### config.mk
export PLATFORM = sky130hd
export DESIGN_NAME = requant_relu
export DESIGN_NICKNAME = d
export VERILOG_FILES = /design/src/rtl/requant_relu.sv
export SDC_FILE = /design/constraint.sdc
export NUM_CORES = 1
export LEC_CHECK = 0
export CAP_MARGIN = 15
export CORE_AREA = 4 4 152 154
export CTS_CLUSTER_DIAMETER = 150
export CTS_CLUSTER_SIZE = 16
export DETAILED_ROUTE_END_ITERATION = 10
export DIE_AREA = 0 0 156 158
export PLACE_DENSITY = 0.7
export RECOVER_POWER = 100
export SYNTH_ARGS = -nofsm -noshare
export SYNTH_HDL_FRONTEND = slang
export SYNTH_SLANG_ARGS = --single-unit
### constraint.sdc
create_clock -name clk -period 4.4 [get_ports clk]
set_clock_uncertainty 0.15 [all_clocks]
set_input_delay 0.88 -clock clk [delete_from_list [all_inputs] [get_ports clk]]
set_output_delay 0.88 -clock clk [all_outputs]
set_load 0.1 [all_outputs]
### src/rtl/requant_relu.sv
// Requantizes eight 2W-bit dot_product accumulators to W-bit activations (bias, round, saturate, ReLU).
// Serial shared datapath: one element per cycle; out_v is sticky until start or rst.
module requant_relu #(
  parameter int                 W           = 16,
  parameter int                 FRAC        = 12,
  // Eight signed W-bit biases in Q(W-FRAC).FRAC; bias[i] lives in bits [i*W +: W].
  parameter logic [8*W-1:0]     BIAS_VALUES = '0,
  parameter bit                 RELU        = 1'b1
) (
  input  logic             clk,
  input  logic             rst,
  input  logic [2*W-1:0]   in_d0,
  input  logic [2*W-1:0]   in_d1,
  input  logic [2*W-1:0]   in_d2,
  input  logic [2*W-1:0]   in_d3,
  input  logic [2*W-1:0]   in_d4,
  input  logic [2*W-1:0]   in_d5,
  input  logic [2*W-1:0]   in_d6,
  input  logic [2*W-1:0]   in_d7,
  input  logic [7:0]       in_v,
  input  logic             start,
  output logic [W-1:0]     out_d0,
  output logic [W-1:0]     out_d1,
  output logic [W-1:0]     out_d2,
  output logic [W-1:0]     out_d3,
  output logic [W-1:0]     out_d4,
  output logic [W-1:0]     out_d5,
  output logic [W-1:0]     out_d6,
  output logic [W-1:0]     out_d7,
  output logic             out_v
);

  localparam int AW = 2*W + 2;
  localparam logic signed [AW-1:0] SAT_MAX = {{(AW-W+1){1'b0}}, {(W-1){1'b1}}};
  localparam logic signed [AW-1:0] SAT_MIN = {{(AW-W+1){1'b1}}, {(W-1){1'b0}}};
  localparam logic signed [AW-1:0] RND     = AW'(1) <<< (FRAC-1);

  typedef enum logic [1:0] {
    ST_WAIT = 2'd0,
    ST_PROC = 2'd1,
    ST_DONE = 2'd2
  } state_t;

  state_t         r_state, w_state_nxt;
  logic [2:0]     r_idx, w_idx_nxt;
  logic [W-1:0]   r_out [8];
  logic           r_out_v;
  logic           w_wr_en;
  logic           w_set_v;
  logic           w_clr_v;

  logic [2*W-1:0]        w_in;
  logic [W-1:0]          w_bias;
  logic signed [AW-1:0]  w_in_ext;
  logic signed [AW-1:0]  w_bias_ext;
  logic signed [AW-1:0]  w_sum;
  logic signed [AW-1:0]  w_shr;
  logic [W-1:0]          w_sat;
  logic [W-1:0]          w_res;

  always_comb begin
    w_in = '0;
    case (r_idx)
      3'd0: w_in = in_d0;
      3'd1: w_in = in_d1;
      3'd2: w_in = in_d2;
      3'd3: w_in = in_d3;
      3'd4: w_in = in_d4;
      3'd5: w_in = in_d5;
      3'd6: w_in = in_d6;
      default: w_in = in_d7;
    endcase
  end

  assign w_bias     = BIAS_VALUES[r_idx*W +: W];
  assign w_in_ext   = {{2{w_in[2*W-1]}}, w_in};
  assign w_bias_ext = {{(AW-W){w_bias[W-1]}}, w_bias};
  // Two guard bits keep the bias and rounding adds from wrapping before saturation.
  assign w_sum      = w_in_ext + (w_bias_ext <<< FRAC) + RND;
  assign w_shr      = w_sum >>> FRAC;

  always_comb begin
    w_sat = w_shr[W-1:0];
    if (w_shr > SAT_MAX) w_sat = SAT_MAX[W-1:0];
    else if (w_shr < SAT_MIN) w_sat = SAT_MIN[W-1:0];
  end

  assign w_res = (RELU && w_sat[W-1]) ? '0 : w_sat;

  always_comb begin
    w_state_nxt = r_state;
    w_idx_nxt   = r_idx;
    w_wr_en     = 1'b0;
    w_set_v     = 1'b0;
    w_clr_v     = 1'b0;
    case (r_state)
      ST_WAIT: begin
        if (in_v == 8'hFF) begin
          w_state_nxt = ST_PROC;
          w_idx_nxt   = 3'd0;
        end
      end
      ST_PROC: begin
        w_wr_en   = 1'b1;
        w_idx_nxt = r_idx + 3'd1;
        if (r_idx == 3'd7) begin
          w_state_nxt = ST_DONE;
          w_set_v     = 1'b1;
        end
      end
      ST_DONE: begin
        if (start) begin
          w_state_nxt = ST_WAIT;
          w_clr_v     = 1'b1;
        end
      end
      default: w_state_nxt = ST_WAIT;
    endcase
  end

  always_ff @(posedge clk or posedge rst) begin
    if (rst) begin
      r_state <= ST_WAIT;
      r_idx   <= 3'd0;
      r_out_v <= 1'b0;
      for (int i = 0; i < 8; i++) r_out[i] <= '0;
    end else begin
      r_state <= w_state_nxt;
      r_idx   <= w_idx_nxt;
      if (w_set_v) r_out_v <= 1'b1;
      else if (w_clr_v) r_out_v <= 1'b0;
      if (w_wr_en) r_out[r_idx] <= w_res;
    end
  end

  assign out_d0 = r_out[0];
  assign out_d1 = r_out[1];
  assign out_d2 = r_out[2];
  assign out_d3 = r_out[3];
  assign out_d4 = r_out[4];
  assign out_d5 = r_out[5];
  assign out_d6 = r_out[6];
  assign out_d7 = r_out[7];
  assign out_v  = r_out_v;

endmodule
==> reports/metrics.csv <==
stage;metric;value;unit
grt;grt_pass1_vias;6696;
grt;grt_pass1_wl;37400;um
sta;min_period;4.21;ns
cts;cts.clk_slew.worst_paths;0.06;ns
yosys;yosys_warnings;0;
yosys;synth_edf_count;0;
cts;cts_root_buf;clkbuf_16;
cts;numCtsBuffers;17;
drt;post_drt_wl_per_cell;19.5;um
layout;final-seq-area;3150;sq um
sta;rsz0062_at_grt;false;
sta;hold_viol;0;
drt;drt_pass1_iterations;5;
floorplanning;num_rows;54;
sta;fin_crit_sh;95.7;%
yosys;synthCells;713;
cts;cts_sinks;126;
cts;clock_latency;0.41;ns
floorplanning;die_h;158;um
yosys;avgSynthCellArea;9.37;sq um
sta;report.final.slew_viol_count;57;
floorplanning;start_util;30.8;%
flow_run;drv_cap;1;
floorplanning;ioPinCount;396;
yosys;ys.flop_type;dfrtp_1;
yosys;yosysUniqueCellTypes;53;
yosys;synth.yosys.seq_area_share;47.2;%
drt;vias;6846;
layout;design_area;10800;sq um
yosys;ys_top_cells_by_area;dfrtp_1, a31oi_1, nor2_1;
grt;grt_start_max_net_pins;74;
grt;antenna_found_initial;0;
sta;max_freq;238;MHz
outcome;status;finished with violations;
layout;nets;1293;
worst_setup_path;crit_arrival;4.31;ns
worst_setup_path;path_cells;buf_4, ha_1, or4_4, nand4_1, o22ai_1, or3_1, clkbuf_1, or4b_1, nor3_1, nor3_2, nor3_4, buf_12, clkbuf_2, a31oi_1;
sta;timing.slew.headroom;-64.5;%
sta;setup_viol;0;
drt;antenna_left;0;
yosys;synth.largest_area_cell;dfrtp_1;
outcome;violations;capacitance limit, slew limit;
cts;htree_levels;4;
cts;cts_tree;yes;
yosys;synth_seq_cells;126;
drt;via_per_inst;5.22;
yosys;async_flop_share;100;%
worst_setup_path;start_kind;register;
layout;fill_cells;2015;
yosys;synth_top_area_share;47.2;%
worst_setup_path;critPathSlowestCell;or4_4;
worst_setup_path;cp.required;4.50;ns
place;portBuffers;299;
place;placed_area;10100;sq um
drt;drc_errors;0;
grt;grt_use_total;19.9;%
layout;syn2layout_area_growth;61.8;%
drt;drt-total-wl;25600;um
worst_setup_path;slowest_delay;0.61;ns
layout;multi_input_area;3200;sq um
layout;n_antenna_cell;0;
worst_setup_path;end_kind;register;
layout;final_common_cell;clkdlybuf4s50_1;
grt;grt_overflow_total;0;
floorplanning;dieArea;24600;sq um
sta;tightest_slew;2.45;ns
place;hpwl;19100;um
cts;cts.path.max_buffers;2;
hold_path;hold_class;register to register;
layout;mostFrequentLayoutCells;clkdlybuf4s50_1, nor2_1, dfrtp_1;
yosys;mappedNetlistArea;6680;sq um
floorplanning;core;21700;sq um
floorplanning;die_w;156;um
place;gp_congestion;0.905;
worst_setup_path;worstSetupPathType;register to register;
drt;dr.first_iter.drc_count;435;
worst_setup_path;path_max_fanout;17;
layout;drive_gt1_share;14.1;%
==> metrics by stage <==
step / setup slack [ns] / utilization [%] / hold slack (ns) / instances / setup TNS, ns
2_1_floorplan: 0.0141 / - / 0.386 / 720 / 0
3_3_place_gp: -0.0591 / 46.8 / 0.377 / 1275 / -0.685
3_5_place_dp: -0.170 / 46.8 / 0.390 / 1275 / -5.15
4_1_cts: -0.138 / 49.5 / 0.401 / 1307 / -6.80
5_1_grt: 0.00447 / 49.9 / 0.414 / 1312 / 0
6_report: 0.191 / 49.9 / 0.388 / 1312 / 0
==> Yosys cell counts, types with 3 or more instances <==
master / number
nor2_1: 143
dfrtp_1: 126
a31oi_1: 122
nand2_1: 36
clkbuf_1: 31
mux2_2: 29
a221oi_1: 22
a21oi_1: 19
a22oi_1: 18
buf_2: 16
nand3_1: 16
buf_4: 12
buf_6: 11
xnor2_1: 10
inv_1: 9
nor3_1: 9
o22ai_1: 9
ha_1: 7
o21ai_0: 7
nand4_1: 6
nand3b_1: 5
xor2_1: 5
nor4_1: 4
a221o_1: 3
==> cell type report <==
| type | count | share of cell area [%] |
|---|---|---|
| clock inverters | 10 | 0.949 |
| repair buffers | 351 | 32.1 |
| well taps | 280 | 3.24 |
| inverters | 10 | 0.359 |
| multi-input cells | 513 | 29.6 |
| flip-flops and latches | 126 | 29.2 |
| clock buffers | 22 | 4.57 |
==> worst max-delay path: cells and delay by family (launching register included) <==
family	cells	cell delay (ns)
simple gates	7	2.29
compound gates	2	0.17
buf+inv	4	0.73
flops	1	0.41
fa+ha+maj	1	0.27
==> flip-flops by register name, indices dropped and copies added, names as in the netlist <==
register / flops
out_d3: 15
out_d5: 15
out_d4: 15
out_d1: 15
out_d0: 15
r_idx: 3
out_d2: 15
out_d6: 15
r_state: 2
out_v: 1
out_d7: 15
==> kinds of logic after synthesis <==
kind of cell / count (synthesis) / synth area share [%]
and+or+nand+nor: 233 / 15.1
DFF: 126 / 47.2
AOI/OAI and AO/OA: 218 / 22.2
muxes: 32 / 5.35
buffers and inverters: 81 / 6.76
adders and majority gates: 7 / 1.31
xor gates and xnor gates: 15 / 1.97
other: 1 / 0.0561
==> what timing repair did <==
action                     CTS  global route
pin swaps                    0             3
resized for setup            1            13
setup buffers                0             4
setup endpoints to repair   80           120
hold buffers                 0             0
==> worst paths after layout <==
| check | startpoint | end | slack [ns] | depth (start not counted) |
|---|---|---|---|---|
| max in group asynchronous | rst | out_d0[0] | 0.72 | 3 |
| setup reg to reg | r_idx[0] | out_d7[1] | 0.19 | 14 |
| min in group asynchronous | rst | out_d5[5] | 1.45 | 2 |
| setup / recovery | r_idx[0] | out_d7[1] | 0.19 | 14 |
| hold / removal | out_d2[7] | out_d2[7] | 0.39 | 2 |
| hold reg to reg | out_d2[7] | out_d2[7] | 0.39 | 2 |
==> per-layer routing <==
metal  track usage, %  share of wire [%]
met1             24.7                 40
met2             33.3                 48
met3             4.87                7.7
met4             8.09                3.4
met5                0                  0
Power is left out: the tool's default activity adds up to more than one toggle a clock period on the data nets, which glitch-free logic cannot reach.
